<file path="src/rtl/fft_pkg.sv">
// Shared FFT datapath definitions: default frame geometry, sample type and index bit reversal.
// Consumed by the SIPO frame buffer and its bank storage.
package fft_pkg;

  localparam int N_PTS_DEF = 16;
  localparam int DW_DEF    = 16;
  localparam int LOG2N     = $clog2(N_PTS_DEF);

  typedef logic [DW_DEF-1:0] sample_t;

  // Reverses the low nbits of idx; bits above nbits come back as zero.
  function automatic logic [31:0] bitrev(input logic [31:0] idx, input int nbits = LOG2N);
    logic [31:0] r;
    r = '0;
    for (int i = 0; i < 32; i++) begin
      if (i < nbits) r[i] = idx[nbits-1-i];
    end
    return r;
  endfunction

endpackage

</file>
<file path="src/rtl/fft_frame_bank.sv">
// One frame of N_PTS x DW sample registers: single write port, whole frame always visible on rd_bus.
// Write lands on the next rising edge; no backpressure, rst clears the contents asynchronously.
module fft_frame_bank #(
  parameter int N_PTS = 16,
  parameter int DW    = 16,
  localparam int AW   = $clog2(N_PTS)
) (
  input  logic                clk,
  input  logic                rst,
  input  logic                we,
  input  logic [AW-1:0]       waddr,
  input  logic [DW-1:0]       wdata,
  output logic [N_PTS*DW-1:0] rd_bus
);

  logic [N_PTS*DW-1:0] mem_q, mem_d;

  always_comb begin
    mem_d = mem_q;
    if (we) mem_d[int'(waddr)*DW +: DW] = wdata;
  end

  always_ff @(posedge clk or posedge rst) begin
    if (rst) mem_q <= '0;
    else     mem_q <= mem_d;
  end

  assign rd_bus = mem_q;

endmodule

</file>
<file path="src/rtl/fft_sipo_frame_buf.sv">
// Ping-pong serial-in/parallel-out frame buffer; frame valid the cycle after its last accept, s_ready low while
// the write bank is full or flush is high. Define FFT_SIPO_BITREV_EN to store frames in bit-reversed slot order.
module fft_sipo_frame_buf
  import fft_pkg::*;
#(
  parameter int N_PTS = N_PTS_DEF,
  parameter int DW    = DW_DEF,
  localparam int AW   = $clog2(N_PTS)
) (
  input  logic                clk,
  input  logic                rst,
  input  logic                flush,
  input  logic [DW-1:0]       s_data,
  input  logic                s_valid,
  output logic                s_ready,
  output logic [N_PTS*DW-1:0] m_frame,
  output logic                m_valid,
  input  logic                m_ready,
  output logic [7:0]          ovf_cnt
);

  logic [AW-1:0]       wr_idx_q, wr_idx_d;
  logic                wr_bank_q, wr_bank_d;
  logic                rd_bank_q, rd_bank_d;
  logic [1:0]          full_q, full_d;
  logic [7:0]          ovf_cnt_q, ovf_cnt_d;
  logic                accept, last, hs;
  logic [1:0]          bank_we;
  logic [AW-1:0]       waddr;
  logic [N_PTS*DW-1:0] bus0, bus1;

  assign s_ready = !full_q[wr_bank_q] && !flush;
  assign accept  = s_valid && s_ready;
  assign last    = accept && (wr_idx_q == AW'(N_PTS-1));
  assign m_valid = full_q[rd_bank_q];
  assign hs      = m_valid && m_ready;
  assign bank_we = {accept && wr_bank_q, accept && !wr_bank_q};
  assign m_frame = rd_bank_q ? bus1 : bus0;
  assign ovf_cnt = ovf_cnt_q;

`ifdef FFT_SIPO_BITREV_EN
  assign waddr = AW'(bitrev(32'(wr_idx_q), AW));
`else
  assign waddr = wr_idx_q;
`endif

  // Completion and handshake always target different banks, so both updates may apply in one edge.
  always_comb begin
    wr_idx_d  = wr_idx_q;
    wr_bank_d = wr_bank_q;
    rd_bank_d = rd_bank_q;
    full_d    = full_q;
    ovf_cnt_d = ovf_cnt_q;
    if (flush)       wr_idx_d = '0;
    else if (accept) wr_idx_d = wr_idx_q + 1'b1;
    if (last) begin
      full_d[wr_bank_q] = 1'b1;
      wr_bank_d         = !wr_bank_q;
    end
    if (hs) begin
      full_d[rd_bank_q] = 1'b0;
      rd_bank_d         = !rd_bank_q;
    end
    if (s_valid && !s_ready && ovf_cnt_q != 8'hff) ovf_cnt_d = ovf_cnt_q + 8'd1;
  end

  always_ff @(posedge clk or posedge rst) begin
    if (rst) begin
      wr_idx_q  <= '0;
      wr_bank_q <= 1'b0;
      rd_bank_q <= 1'b0;
      full_q    <= 2'b00;
      ovf_cnt_q <= 8'd0;
    end else begin
      wr_idx_q  <= wr_idx_d;
      wr_bank_q <= wr_bank_d;
      rd_bank_q <= rd_bank_d;
      full_q    <= full_d;
      ovf_cnt_q <= ovf_cnt_d;
    end
  end

  fft_frame_bank #(.N_PTS(N_PTS), .DW(DW)) u_bank0 (
    .clk   (clk),
    .rst   (rst),
    .we    (bank_we[0]),
    .waddr (waddr),
    .wdata (s_data),
    .rd_bus(bus0)
  );

  fft_frame_bank #(.N_PTS(N_PTS), .DW(DW)) u_bank1 (
    .clk   (clk),
    .rst   (rst),
    .we    (bank_we[1]),
    .waddr (waddr),
    .wdata (s_data),
    .rd_bus(bus1)
  );

endmodule

</file>
<file path="config.mk">
export PLATFORM = sky130hd
export DESIGN_NAME = fft_sipo_frame_buf
export DESIGN_NICKNAME = d
export VERILOG_FILES = /design/src/rtl/fft_pkg.sv /design/src/rtl/fft_frame_bank.sv /design/src/rtl/fft_sipo_frame_buf.sv
export SDC_FILE = /design/constraint.sdc
export NUM_CORES = 1
export LEC_CHECK = 0
export ABC_AREA = 1
export CAP_MARGIN = 20
export CORE_UTILIZATION = 30
export CTS_BUF_LIST = sky130_fd_sc_hd__clkbuf_16
export CTS_CLUSTER_SIZE = 25
export DETAILED_ROUTE_END_ITERATION = 10
export PLACE_DENSITY = 0.56
export SETUP_SLACK_MARGIN = 0.05
export SLEW_MARGIN = 20
export SYNTH_ARGS = -nofsm -noshare
export SYNTH_HDL_FRONTEND = slang
export SYNTH_HIERARCHICAL = 1
export SYNTH_SLANG_ARGS = --single-unit
</file>
<file path="constraint.sdc">
create_clock -name clk -period 18.6 [get_ports clk]
set_input_delay 2.79 -clock clk [delete_from_list [all_inputs] [get_ports clk]]
set_output_delay 2.79 -clock clk [all_outputs]
set_load 0.01 [all_outputs]
</file>
==> impl_metrics.tcl <==
set metrics [dict create \
    worstSetupEndpointType "output pin" \
    post-route-drc-count 0 \
    grt_util_all_layers 0.230 \
    antenna_found_initial 0 \
    post-route-min-period_ns 7.05 \
    via_per_inst 5.12 \
    reg2reg_depth 13 \
    firstDrtPassIters 5 \
    fp.coreArea_mm2 0.0903 \
    drv_cap 0 \
    layout.cells.non_filler 5064 \
    post-cts-setup-buffer-count 0 \
    cts_tree "done" \
    hold_slack_ns 0.472 \
    synth-simple-area-share 0.394 \
    synth_top_area_cell "dfrtp_1" \
    synth_fp_nets 3724 \
    final-hold-violation-count 0 \
    die_x_um 305 \
    port_buffers 286 \
    grt_pass1_vias 24459 \
    synth-edff-count 0 \
    placed_cells 4951 \
    drt_wl_total_um 109000 \
    syn2layout_area_growth_pct 20.4 \
    synthAdderAreaFrac 0.00273 \
    synth-compound-area-share 0.0485 \
    crit_top_cell "clkdlybuf4s50_1" \
    rows 110 \
    p_per_area_mw_per_mm2 103 \
    post_drt_wl_per_cell_um 21.5 \
    use_met2 0.351 \
    rsz0062_at_grt "no" \
    finalSetupTns_ns 0 \
    max_stage_delay_ns 0.56 \
    worst_clock_skew_ns 0.0268 \
    drtIter0Drc 2745 \
    worst-r2r-setup-slack_ns 14.42 \
    synth_top_family_by_area "simple AND/OR/NAND/NOR gates" \
    cts.sinks 528 \
    synth_mux_area_frac 0.000364 \
    power.leakage_uw 0.0165 \
    grt_pass1_wl_um 162000 \
    worstSkewPairLatency_ns 0.65 \
    cp.required_ns 15.81 \
    cts_max_level 2 \
    setup_slack_ns 11.55 \
    cp_data_arrival_time_ns 4.26 \
    hold_depth 2 \
    worstPathMaxFanout 5 \
    netlist_top_cells_count "nand2_1, dfrtp_1, nand3_1, inv_1, nor2_1" \
    numCtsBuffers 61 \
    layout.nets 3865 \
    grt_max_degree 149 \
    start_kind "primary input" \
    syn_area_per_cell_um2 7.43 \
    grtUsageMet3 0.0418 \
    status "finished clean" \
    ys_warn_count 6 \
    cts_buffer_depth 3 \
    diodes 0 \
    crit_chain "clkdlybuf4s50_1, bufinv_8, nand2_2, nor2_8, clkdlybuf4s50_1" \
    hold_class "register to register" \
    synth_cell_types 42 \
    hold_start "u_bank0/rd_bus[138]" \
    seq_area_frac_synth 0.481 \
    yosysTopAreaCellShare 0.481 \
    ys_ff_latch 528 \
    setup_viol 0 \
    start_util 0.304 \
    critPathSlowestCell "clkdlybuf4s50_1" \
    max-slew-margin-rel 0.167 \
    synth_xor_area_frac 0.00159 \
    holdPathEnd "u_bank0/rd_bus[138]" \
    timing.fmax_mhz 142 \
    synth_ff_type "dfrtp_1" \
    clk_pin_slew_ns 0.06 \
    cts-root-buf "clkbuf_16" \
    io_pins 287 \
    synth-async-reset-ratio 1.00 \
    synthTopCellsByArea "dfrtp_1, nand2_1, nand3_1" \
    busiest_layer "met2" \
    nFillCells 9557 \
    dr_total_vias 25907 \
    die_h_um 305 \
    synth.most_common_cell "nand2_1" \
    drive_gt1_frac 0.0730 \
    netlist_instances 3697 \
    peakVddDrop_v 0.0000751 \
    pre_cts_ws_ns 11.54 \
    grt_util_met1 0.332 \
    gp_congestion 0.831 \
    fin_util 0.366 \
    dieArea_mm2 0.0928 \
    fin_crit_sh 0.379 \
    critical_path_class "primary input to output pin" \
    hpwl_um 68700 \
    ctsResizeCount 0 \
    gr-total-overflow 0 \
    r2r-start "waddr[0]" \
    slew_viol_final 0 \
    r2r-end "u_bank1/rd_bus[225]" \
    ant_nets 0 \
    worst_pin_slew_ns 1.24 \
    synthesis.area_mm2 0.0275 \
    cts_hold_repair.buffers 0 \
]
[sequential cells by signal, summed over array words and instances, names as in the netlist]
signal / count
ovf_cnt: 8
full_q: 2
wr_bank_q: 1
waddr: 4
rd_bank_q: 1
u_bank0/rd_bus: 256
u_bank1/rd_bus: 256
[critical path: cells and delay by family]
family	cells	cell delay, ns
buffers and inverters	3	1.22
and+or+nand+nor	2	0.25
[cells in the final DEF, fill, tap and decap left out, types with 2 or more instances in the layout]
master              n
a21oi_1            18
dfrtp_1           527
o21ai_1           123
nor3_4              2
nor3_1             92
clkbuf_16          61
clkinv_2           11
xnor2_1             2
nor2_1            125
bufinv_16          13
clkdlybuf4s50_1   286
inv_2              15
inv_6               3
nand2_1          1726
nand2_2            19
inv_1             134
o21ai_2            19
clkinv_4            2
clkinvlp_4          7
inv_8               4
clkinv_1           13
nor2_4             17
nor3_2              8
xor2_1              3
inv_4               2
ha_1                4
nand2_4             6
nor2_2              9
nand3_1           340
buf_4              50
nor2_8              6
nand3_2            10
nand4_1            74
nand4_2             4
nand3_4             3
nand4_4             5
nor4_1             31
o21ai_0            89
nand3b_1           15
[metrics by stage]
stage / power (uW) / cell area, um^2
after detailed placement: 2100 / 30900
after CTS: 3410 / 33000
after global placement: 2100 / 30900
after floorplan: 1800 / 27500
after global routing: 3510 / 33100
final: 3400 / 33100
[cells by family after synthesis]
group / count (synthesis)
XOR/XNOR: 5
multiplexers: 1
AO/OA/AOI/OAI: 251
flip-flops: 528
buffers and inverters: 413
adder cells (fa/ha/maj): 6
AND/OR/NAND/NOR: 2493
[power breakdown]
part	leakage, uW	internal [uW]	total, uW	switching [uW]
Combinational	0.00815	162	898	735
Sequential	0.00727	1170	1200	21.3
Clock	0.00106	778	1310	531
Total	0.0165	2110	3400	1290
[how the worst max path moves through the flow]
stage,start,to,slack (ns),cells after the start
2_1_floorplan,rst,u_bank0/rd_bus[0],8.77,1
3_3_place_gp,flush,s_ready,11.52,5
3_5_place_dp,flush,s_ready,11.54,5
4_1_cts,flush,s_ready,11.52,5
5_1_grt,flush,s_ready,11.49,5
6_report,flush,s_ready,11.55,5
[per-layer routing]
layer,vias to the layer above,part of all wire
met5,-,0
met4,0,0.027
met3,137,0.077
met2,1046,0.44
met1,12597,0.45
li1,12127,-
[cell type report]
type / count / area, um^2 / share of cell area
Multi-Input combinational cell: 2756 / 12400 / 0.374
Clock inverter: 52 / 617 / 0.0187
Sequential cell: 528 / 13200 / 0.400
Clock buffer: 61 / 1530 / 0.0462
Inverter: 154 / 628 / 0.0190
Timing Repair Buffer: 337 / 3260 / 0.0985
Tap cell: 1176 / 1470 / 0.0445
Note: power is estimated with default switching activity, not from simulation.
